<file path="config.mk">
export PLATFORM = sky130hd
export DESIGN_NAME = victory_match
export DESIGN_NICKNAME = d
export VERILOG_FILES = /design/src/rtl/victory_pkg.sv /design/src/rtl/victory_match_score_seg7.sv /design/src/rtl/victory_match.sv
export SDC_FILE = /design/constraint.sdc
export NUM_CORES = 1
export LEC_CHECK = 0
export CORE_MARGIN = 5
export CORE_UTILIZATION = 48
export CTS_CLUSTER_SIZE = 16
export DETAILED_ROUTE_END_ITERATION = 10
export GPL_TIMING_DRIVEN = 0
export PLACE_DENSITY = 0.78
export SLEW_MARGIN = 25
export SYNTH_ARGS = -nofsm -noshare
export SYNTH_HDL_FRONTEND = slang
export SYNTH_SLANG_ARGS = --single-unit
export TNS_END_PERCENT = 1
</file>
<file path="constraint.sdc">
create_clock -name clk -period 1.8 [get_ports clk]
set_input_delay 0.27 -clock clk [delete_from_list [all_inputs] [get_ports clk]]
set_output_delay 0.27 -clock clk [all_outputs]
set_load 0.1 [all_outputs]
</file>
<file path="src/rtl/victory_pkg.sv">
// victory_pkg: shared types and constants for the
// tug-of-war match tracker.
package victory_pkg;

  typedef enum logic [1:0] {
    PLAY = 2'd0,
    HOLD = 2'd1,
    OVER = 2'd2
  } vm_state_t;

  localparam logic [1:0] WIN_NONE  = 2'b00;
  localparam logic [1:0] WIN_LEFT  = 2'b01;
  localparam logic [1:0] WIN_RIGHT = 2'b10;

  // active-low, bit order gfedcba
  localparam logic [6:0] SEG_BLANK = 7'b1111111;
  localparam logic [6:0] SEG_0     = 7'b1000000;
  localparam logic [6:0] SEG_1     = 7'b1111001;
  localparam logic [6:0] SEG_2     = 7'b0100100;
  localparam logic [6:0] SEG_3     = 7'b0110000;
  localparam logic [6:0] SEG_4     = 7'b0011001;
  localparam logic [6:0] SEG_5     = 7'b0010010;
  localparam logic [6:0] SEG_6     = 7'b0000010;
  localparam logic [6:0] SEG_7     = 7'b1111000;
  localparam logic [6:0] SEG_8     = 7'b0000000;
  localparam logic [6:0] SEG_9     = 7'b0010000;

endpackage

</file>
<file path="src/rtl/victory_match_score_seg7.sv">
// score_seg7: one decimal digit to active-low
// seven-segment, with a blanking override.
module score_seg7
  import victory_pkg::*;
(
  input  logic [3:0] digit,
  input  logic       blank,
  output logic [6:0] seg
);

  // digit decode; blank wins over any digit
  always_comb begin
    seg = SEG_BLANK;
    if (!blank) begin
      case (digit)
        4'd0:    seg = SEG_0;
        4'd1:    seg = SEG_1;
        4'd2:    seg = SEG_2;
        4'd3:    seg = SEG_3;
        4'd4:    seg = SEG_4;
        4'd5:    seg = SEG_5;
        4'd6:    seg = SEG_6;
        4'd7:    seg = SEG_7;
        4'd8:    seg = SEG_8;
        4'd9:    seg = SEG_9;
        default: seg = SEG_BLANK;
      endcase
    end
  end

endmodule

</file>
<file path="src/rtl/victory_match.sv">
// victory_match: round-win detection, scoring,
// between-round hold and match decision.
module victory_match
  import victory_pkg::*;
#(
  parameter int WINS_TO_MATCH = 3,
  parameter int HOLD_CYCLES   = 4
) (
  input  logic       clk,
  input  logic       reset,
  input  logic       L,
  input  logic       R,
  input  logic       Llight,
  input  logic       Rlight,
  output logic       round_clear,
  output logic       match_over,
  output logic [1:0] winner,
  output logic [6:0] hexL,
  output logic [6:0] hexR
);

  localparam int SW = $clog2(WINS_TO_MATCH + 1);
  localparam int HW =
    (HOLD_CYCLES > 1) ? $clog2(HOLD_CYCLES) : 1;

  localparam logic [SW-1:0] WIN_CNT =
    SW'(WINS_TO_MATCH);
  localparam logic [HW-1:0] HOLD_LOAD =
    HW'(HOLD_CYCLES - 1);

  vm_state_t       state_q, state_d;
  logic [HW-1:0]   cnt_q, cnt_d;
  logic [SW-1:0]   score_l_q, score_l_d;
  logic [SW-1:0]   score_r_q, score_r_d;
  logic [1:0]      winner_q, winner_d;
  logic            over_q, over_d;

  logic            left_win;
  logic            right_win;
  logic [SW-1:0]   score_l_inc;
  logic [SW-1:0]   score_r_inc;
  logic            blank_l;
  logic            blank_r;

  assign left_win    = Llight & L & ~R;
  assign right_win   = Rlight & R & ~L;
  assign score_l_inc = score_l_q + SW'(1);
  assign score_r_inc = score_r_q + SW'(1);

  // next-state, counter and score update
  always_comb begin
    state_d   = state_q;
    cnt_d     = cnt_q;
    score_l_d = score_l_q;
    score_r_d = score_r_q;
    winner_d  = winner_q;
    over_d    = over_q;
    unique case (state_q)
      PLAY: begin
        unique case (1'b1)
          left_win: begin
            score_l_d = score_l_inc;
            if (score_l_inc == WIN_CNT) begin
              state_d  = OVER;
              winner_d = WIN_LEFT;
              over_d   = 1'b1;
            end else begin
              state_d = HOLD;
              cnt_d   = HOLD_LOAD;
            end
          end
          right_win: begin
            score_r_d = score_r_inc;
            if (score_r_inc == WIN_CNT) begin
              state_d  = OVER;
              winner_d = WIN_RIGHT;
              over_d   = 1'b1;
            end else begin
              state_d = HOLD;
              cnt_d   = HOLD_LOAD;
            end
          end
          default: ;
        endcase
      end
      HOLD: begin
        if (cnt_q == '0) begin
          state_d = PLAY;
        end else begin
          cnt_d = cnt_q - HW'(1);
        end
      end
      OVER: ;
      default: state_d = PLAY;
    endcase
  end

  // state registers, synchronous reset
  always_ff @(posedge clk) begin
    if (reset) begin
      state_q   <= PLAY;
      cnt_q     <= '0;
      score_l_q <= '0;
      score_r_q <= '0;
      winner_q  <= WIN_NONE;
      over_q    <= 1'b0;
    end else begin
      state_q   <= state_d;
      cnt_q     <= cnt_d;
      score_l_q <= score_l_d;
      score_r_q <= score_r_d;
      winner_q  <= winner_d;
      over_q    <= over_d;
    end
  end

  assign round_clear =
    (state_q == HOLD) && (cnt_q == '0);
  assign match_over  = over_q;
  assign winner      = winner_q;

  assign blank_l =
    (state_q == OVER) && (winner_q == WIN_RIGHT);
  assign blank_r =
    (state_q == OVER) && (winner_q == WIN_LEFT);

  score_seg7 u_seg_l (
    .digit (4'(score_l_q)),
    .blank (blank_l),
    .seg   (hexL)
  );

  score_seg7 u_seg_r (
    .digit (4'(score_r_q)),
    .blank (blank_r),
    .seg   (hexR)
  );

endmodule

</file>
Word level (Yosys, flattened, before mapping)
Memories as Yosys holds them, arrays and structs flattened. A register that Yosys moved wholly into a read port is not among the register bits.
Cells that the tools add are included.
{ "word_totals": {"regBits": 11, "romBits": 224, "input_bits": 6, "out_inout_bits": 18, "word_cells": 65, "n_memories": 2} }
{ "mem_list": {"columns": ["memory", "words", "width", "read_ports", "rd_ports_with_merged_regs", "write_ports", "line_no", "text"], "rows": [
  ["(name not given)", 16, 7, 1, 1, 0, "victory_match_score_seg7.sv:15", "case (digit)"],
  ["(name not given)", 16, 7, 1, 1, 0, "victory_match_score_seg7.sv:15", null]
]} }
{ "op_classes": {"add_sub_neg": 3, "n_eq_ne": 13, "muxes": 22, "bitwise": 7, "n_reduce_logical": 12} }
{ "op_table": {"columns": ["op", "count"], "rows": [
  ["$mux 2", 8],
  ["$mux 4", 4],
  ["$pmux 2 s2", 4],
  ["$mux 7", 2],
  ["$ne 3x3->1 const B", 3],
  ["$eq 2x2->1 const B", 4],
  ["$pmux 2 s3", 1],
  ["$reduce_and 5->1", 1],
  ["$add 2x1->2 const B", 2],
  ["$and 1x1->1", 4],
  ["$eq 2x1->1 const B", 2],
  ["$logic_not 2->1", 2],
  ["$ne 2x1->1 const B", 2],
  ["$ne 2x2->1 const B", 2],
  ["$reduce_and 2->1", 2],
  ["$reduce_and 4->1", 1],
  ["$reduce_bool 2->1", 2],
  ["$logic_and 1x1->1", 3],
  ["$not 1->1", 3],
  ["$reduce_and 3->1", 1],
  ["$mux 1", 2],
  ["$pmux 1 s2", 1],
  ["$sub 2x1->2 const B", 1]
]} }

Longest topological paths before layout
{ "depth": {"word_depth": 5, "depth_mapped": 5, "mapped_depth_nobuf": 5} }

Cells and area by module
A second synthesis with hierarchy kept.
{ "unflattened": {"hier_cells": 123, "area_unflattened_um2": 994.7} }
{ "modules_own_cells": {"columns": ["module", "instances", "cells_each", "area_per_inst_um2", "seq_area_each_um2"], "rows": [
  ["victory_match", 1, 57, 523.0, 220.2],
  ["score_seg7 (u_seg_l)", 1, 33, 236.5, 0.0],
  ["score_seg7 (u_seg_r)", 1, 33, 235.2, 0.0]
]} }

Worst setup path after synthesis
No wires, ideal clock.
{ "synth_timing": {"kind": "register -> output", "from": "register winner_q[1] (netlist: winner[1])", "to": "output hexL[3]", "arrival_ns": 2.194, "t_required_ns": 1.530, "slack_ns": -0.664, "path_stages_with_launch": 4, "path_buffers": 1, "cell_sequence": "dfxtp_1 and4bb_2 or2_2 buf_4"} }
{ "synth_via": {"elab_chain_len": 3} }
{ "synth_rtl": {"columns": ["item", "line_no", "text"], "rows": [
  ["start, declared", "victory_match.sv:35", "logic [1:0] winner_q, winner_d;"],
  ["start signal, assigned", "victory_match.sv:112", "winner_q <= winner_d;"],
  ["$eq 2x2->1", "victory_match.sv:123", "(state_q == OVER) && (winner_q == WIN_RIGHT);"],
  ["$logic_and 1x1->1", "victory_match.sv:123", null],
  ["named net blank_l", "victory_match.sv:42", "logic blank_l;"],
  ["$mux 7", "victory_match_score_seg7.sv:14", "if (!blank) begin"],
  ["end, declared", "victory_match.sv:18", "output logic [6:0] hexL,"]
]} }
The timed path passes the listed nets, and every way through them passes these cells.

Worst setup path in the final report
{ "layout_timing": {"from": "register state_q[0]", "to": "output hexL[3]"} }
{ "layout_via": {"elab_chain_len": 3} }
{ "layout_rtl": {"columns": ["item", "line_no", "text"], "rows": [
  ["start, declared", "victory_match.sv:31", "vm_state_t state_q, state_d;"],
  ["start signal, assigned", "victory_match.sv:108", "state_q <= state_d;"],
  ["$eq 2x2->1", "victory_match.sv:123", null],
  ["$logic_and 1x1->1", "victory_match.sv:123", null],
  ["named net blank_l", "victory_match.sv:42", null],
  ["$mux 7", "victory_match_score_seg7.sv:14", null]
]} }
The timed path passes the listed nets, and every way through them passes these cells.

==> run_results.csv <==
group,metric,value,unit
synthesis,yosysSeqAreaShare,41.8,%
global_route,grt_pass1_wl,3770,um
pwr,p_sw,0.366,mW
min_path,whs_path_depth,2,
synthesis,synth_edf_count,0,
pwr,power_frac_seq,48.5,%
clocking,clock_latency,0.29,ns
synthesis,synth_seq_cells,21,
synthesis,syn_area,1000,um^2
critical_path,cp-end-kind,"output port",
routing,avgRoutedWirePerCell,12.8,um
critical_path,worst_ep_arrival_time,1.51,ns
final_layout,syn2layout_area_growth,31.8,%
final_layout,nets,147,
global_route,grt_max_degree,13,
timing,drv_slew,0,
clocking,cts.clk_slew.worst_paths,0.12,ns
synthesis,postSynthCellCount,109,
pwr,power.density,786,nW/um^2
die,io_pins,24,
min_path,hold_path_end,"match_over",
synthesis,yosys_warnings,0,
critical_path,path_cells,"and4bb_2 -> or2_4 -> buf_4 -> buf_8",
die,start_util,50.7,%
die,rows,16,
routing,vias,873,
clocking,cts_hold_buffers,0,
synthesis,syn_nets,118,
run_status,outcome,"completed",
placed_design,port_buffers,23,
synthesis,synth_top_area_share,41.8,%
placed_design,gp_congestion,0.785,
synthesis,ys_async_sr_fraction,0,%
global_route,antenna_found_initial,0,
clocking,cts-buffers-inserted,3,
final_layout,final_cells,164,
placed_design,place_area,1280,um^2
pwr,p_sw_share,35.2,%
synthesis,ys_types,34,
die,die_w,55.8,um
die,die-area,3110,um^2
critical_path,cp_max_fo,8,
final_layout,diodes,0,
placed_design,dp_slack,-0.592,ns
clocking,tritoncts,"done",
routing,drtIter0Drc,16,
placed_design,dpl.cell_count,159,
min_path,hp-class,"register to register",
pwr,power_frac_clock,21.2,%
die,die_h,55.8,um
critical_path,cp.required,1.53,ns
critical_path,rrSetupSlack,0.21,ns
routing,wl,2090,um
clocking,clockBufferDepth,2,
critical_path,criticalPathCategory,"register to output port",
global_route,grt_pass1_vias,856,
timing,hold_ws,0.467,ns
final_layout,drive_gt1_share,33.6,%
pwr,power_leakage,0.576,nW
min_path,hold_path_startpoint,"match_over",
placed_design,dp_hpwl,1530,um
synthesis,synth_area_leaders,"dfxtp_1 (42%), or2_2 (6.2%), a21oi_1 (6.0%)",
pwr,vdd_drop_max,480,uV
run,drv_cap,0,
clocking,root_buffer,"clkbuf_4",
pwr,comb_power_share,30.2,%
synthesis,yosys.area.top_type,"dfxtp_1",
timing,fin_ws,0.0212,ns
die,core,1980,um^2
timing,fin_crit_sh,98.8,%
routing,ant_nets,0,
critical_path,cp_slowest_cell,"dfxtp_4",
synthesis,synth_commonest_cells,"dfxtp_1 (21), a21oi_1 (12), or2_2 (10), inv_1 (5), nor2_1 (5)",
routing,drt-pass1-iter-count,4,
synthesis,synth.most_common_cell,"dfxtp_1",
critical_path,regToRegEndpoint,"cnt_q[1]",
timing,worstMarginPinSlew,0.955,ns
synthesis,syn_area_per_cell,9.22,um^2
routing,drc_errors,0,
timing,fin_skew,0.00480,ns
global_route,overflow,0,
routing,vias_per_cell,5.32,
timing,rsz0062_at_grt,"yes",
clocking,cts_max_level,1,
pwr,internal-power,0.674,mW
timing,finalWorstPathRequiredPeriod,1.78,ns
final_layout,final_area,1320,um^2
critical_path,cpPeakStageDelay,0.41,ns
timing,hold_viol,0,
timing,fmax,562,MHz
timing,max_slew_margin,36.6,%
global_route,track_usage,14.5,%
critical_path,timing.rr.start,"score_l_q[0]",
critical_path,rr_worst_depth,5,
synthesis,synthFlopType,"dfxtp_1",
clocking,cts.sinks,21,
critical_path,startpoint_type,"register",
timing,setup_viol,0,
-- worst max-delay path by stage --
stage	start	end	slack, ns
final	state_q[0]	hexL[3]	0.02
after global routing	state_q[0]	hexL[3]	-0.05
after CTS	state_q[0]	hexR[3]	-0.007
after detailed placement	state_q[1]	hexL[3]	-0.59
after global placement	state_q[1]	hexR[3]	-0.58
after floorplan	winner[1]	hexL[3]	0.02
-- cell usage in the layout (no fill, tap or decap), types with 3 or more instances in the layout --
master / instances
o21ai_0: 3
a21oi_1: 12
or2_2: 8
or2_4: 3
nand3_1: 3
clkdlybuf4s50_1: 5
nor2_1: 5
clkbuf_4: 4
ha_1: 3
buf_6: 8
inv_1: 5
buf_4: 9
nor3_1: 4
dfxtp_1: 17
dfxtp_4: 3
-- per-stage QoR --
stage / util (%) / total power [mW] / TNS [ns]
2_1_floorplan: - / 0.745 / 0
3_3_place_gp: 64.6 / 0.812 / -7.29
3_5_place_dp: 64.6 / 0.818 / -7.49
4_1_cts: 64.5 / 1.03 / -0.00748
5_1_grt: 66.8 / 1.10 / -0.0988
6_report: 66.8 / 1.04 / 0
-- power by group through the flow --
stage                     Sequential (mW)  Combinational (mW)  Clock [mW]
after floorplan                     0.517               0.228           0
after global placement              0.514               0.298           0
after detailed placement            0.516               0.302           0
after CTS                           0.505               0.298       0.226
after global routing                0.509               0.335       0.258
final                               0.505               0.314       0.221
-- routing by layer --
| layer | share of wire [%] | global-route usage, % |
|---|---|---|
| met1 | 48 | 18.7 |
| met4 | 0.86 | 4.17 |
| met5 | 0 | 0 |
| met3 | 5.3 | 3.48 |
| met2 | 46 | 23.6 |
-- kinds of logic (layout without fill, tap and decap cells) --
family	after synthesis	in the layout	synth area share, %
DFF	21	21	41.8
buffers and inverters	13	41	6.60
adders and majority gates	3	3	3.74
and+or+nand+nor	44	44	29.8
AOI/OAI and AO/OA	28	28	18.1
-- worst max-delay path, delay by kind of cell, from the launching register on --
family | cells | cell delay, ns
and+or+nand+nor | 2 | 0.51
buffers and inverters | 2 | 0.29
DFF | 1 | 0.41
-- cell type report --
cell class | instances | area [um^2]
clock buffer | 3 | 22.5
timing repair buffer | 24 | 240
sequential | 21 | 433
buffer | 8 | 47.5
clock inverter | 1 | 5.00
tap | 27 | 33.8
inverter | 5 | 18.8
multi-input combinational | 75 | 523
fill | 177 | 658
-- repair_timing --
action                                  CTS  global route
pin swaps                                 0             1
buffers inserted                          0             1
gates resized for setup                  93            17
endpoints found under the setup margin   18            16
endpoints found under the hold margin     0             0
No activity file was read; power rests on OpenSTA's default activity.
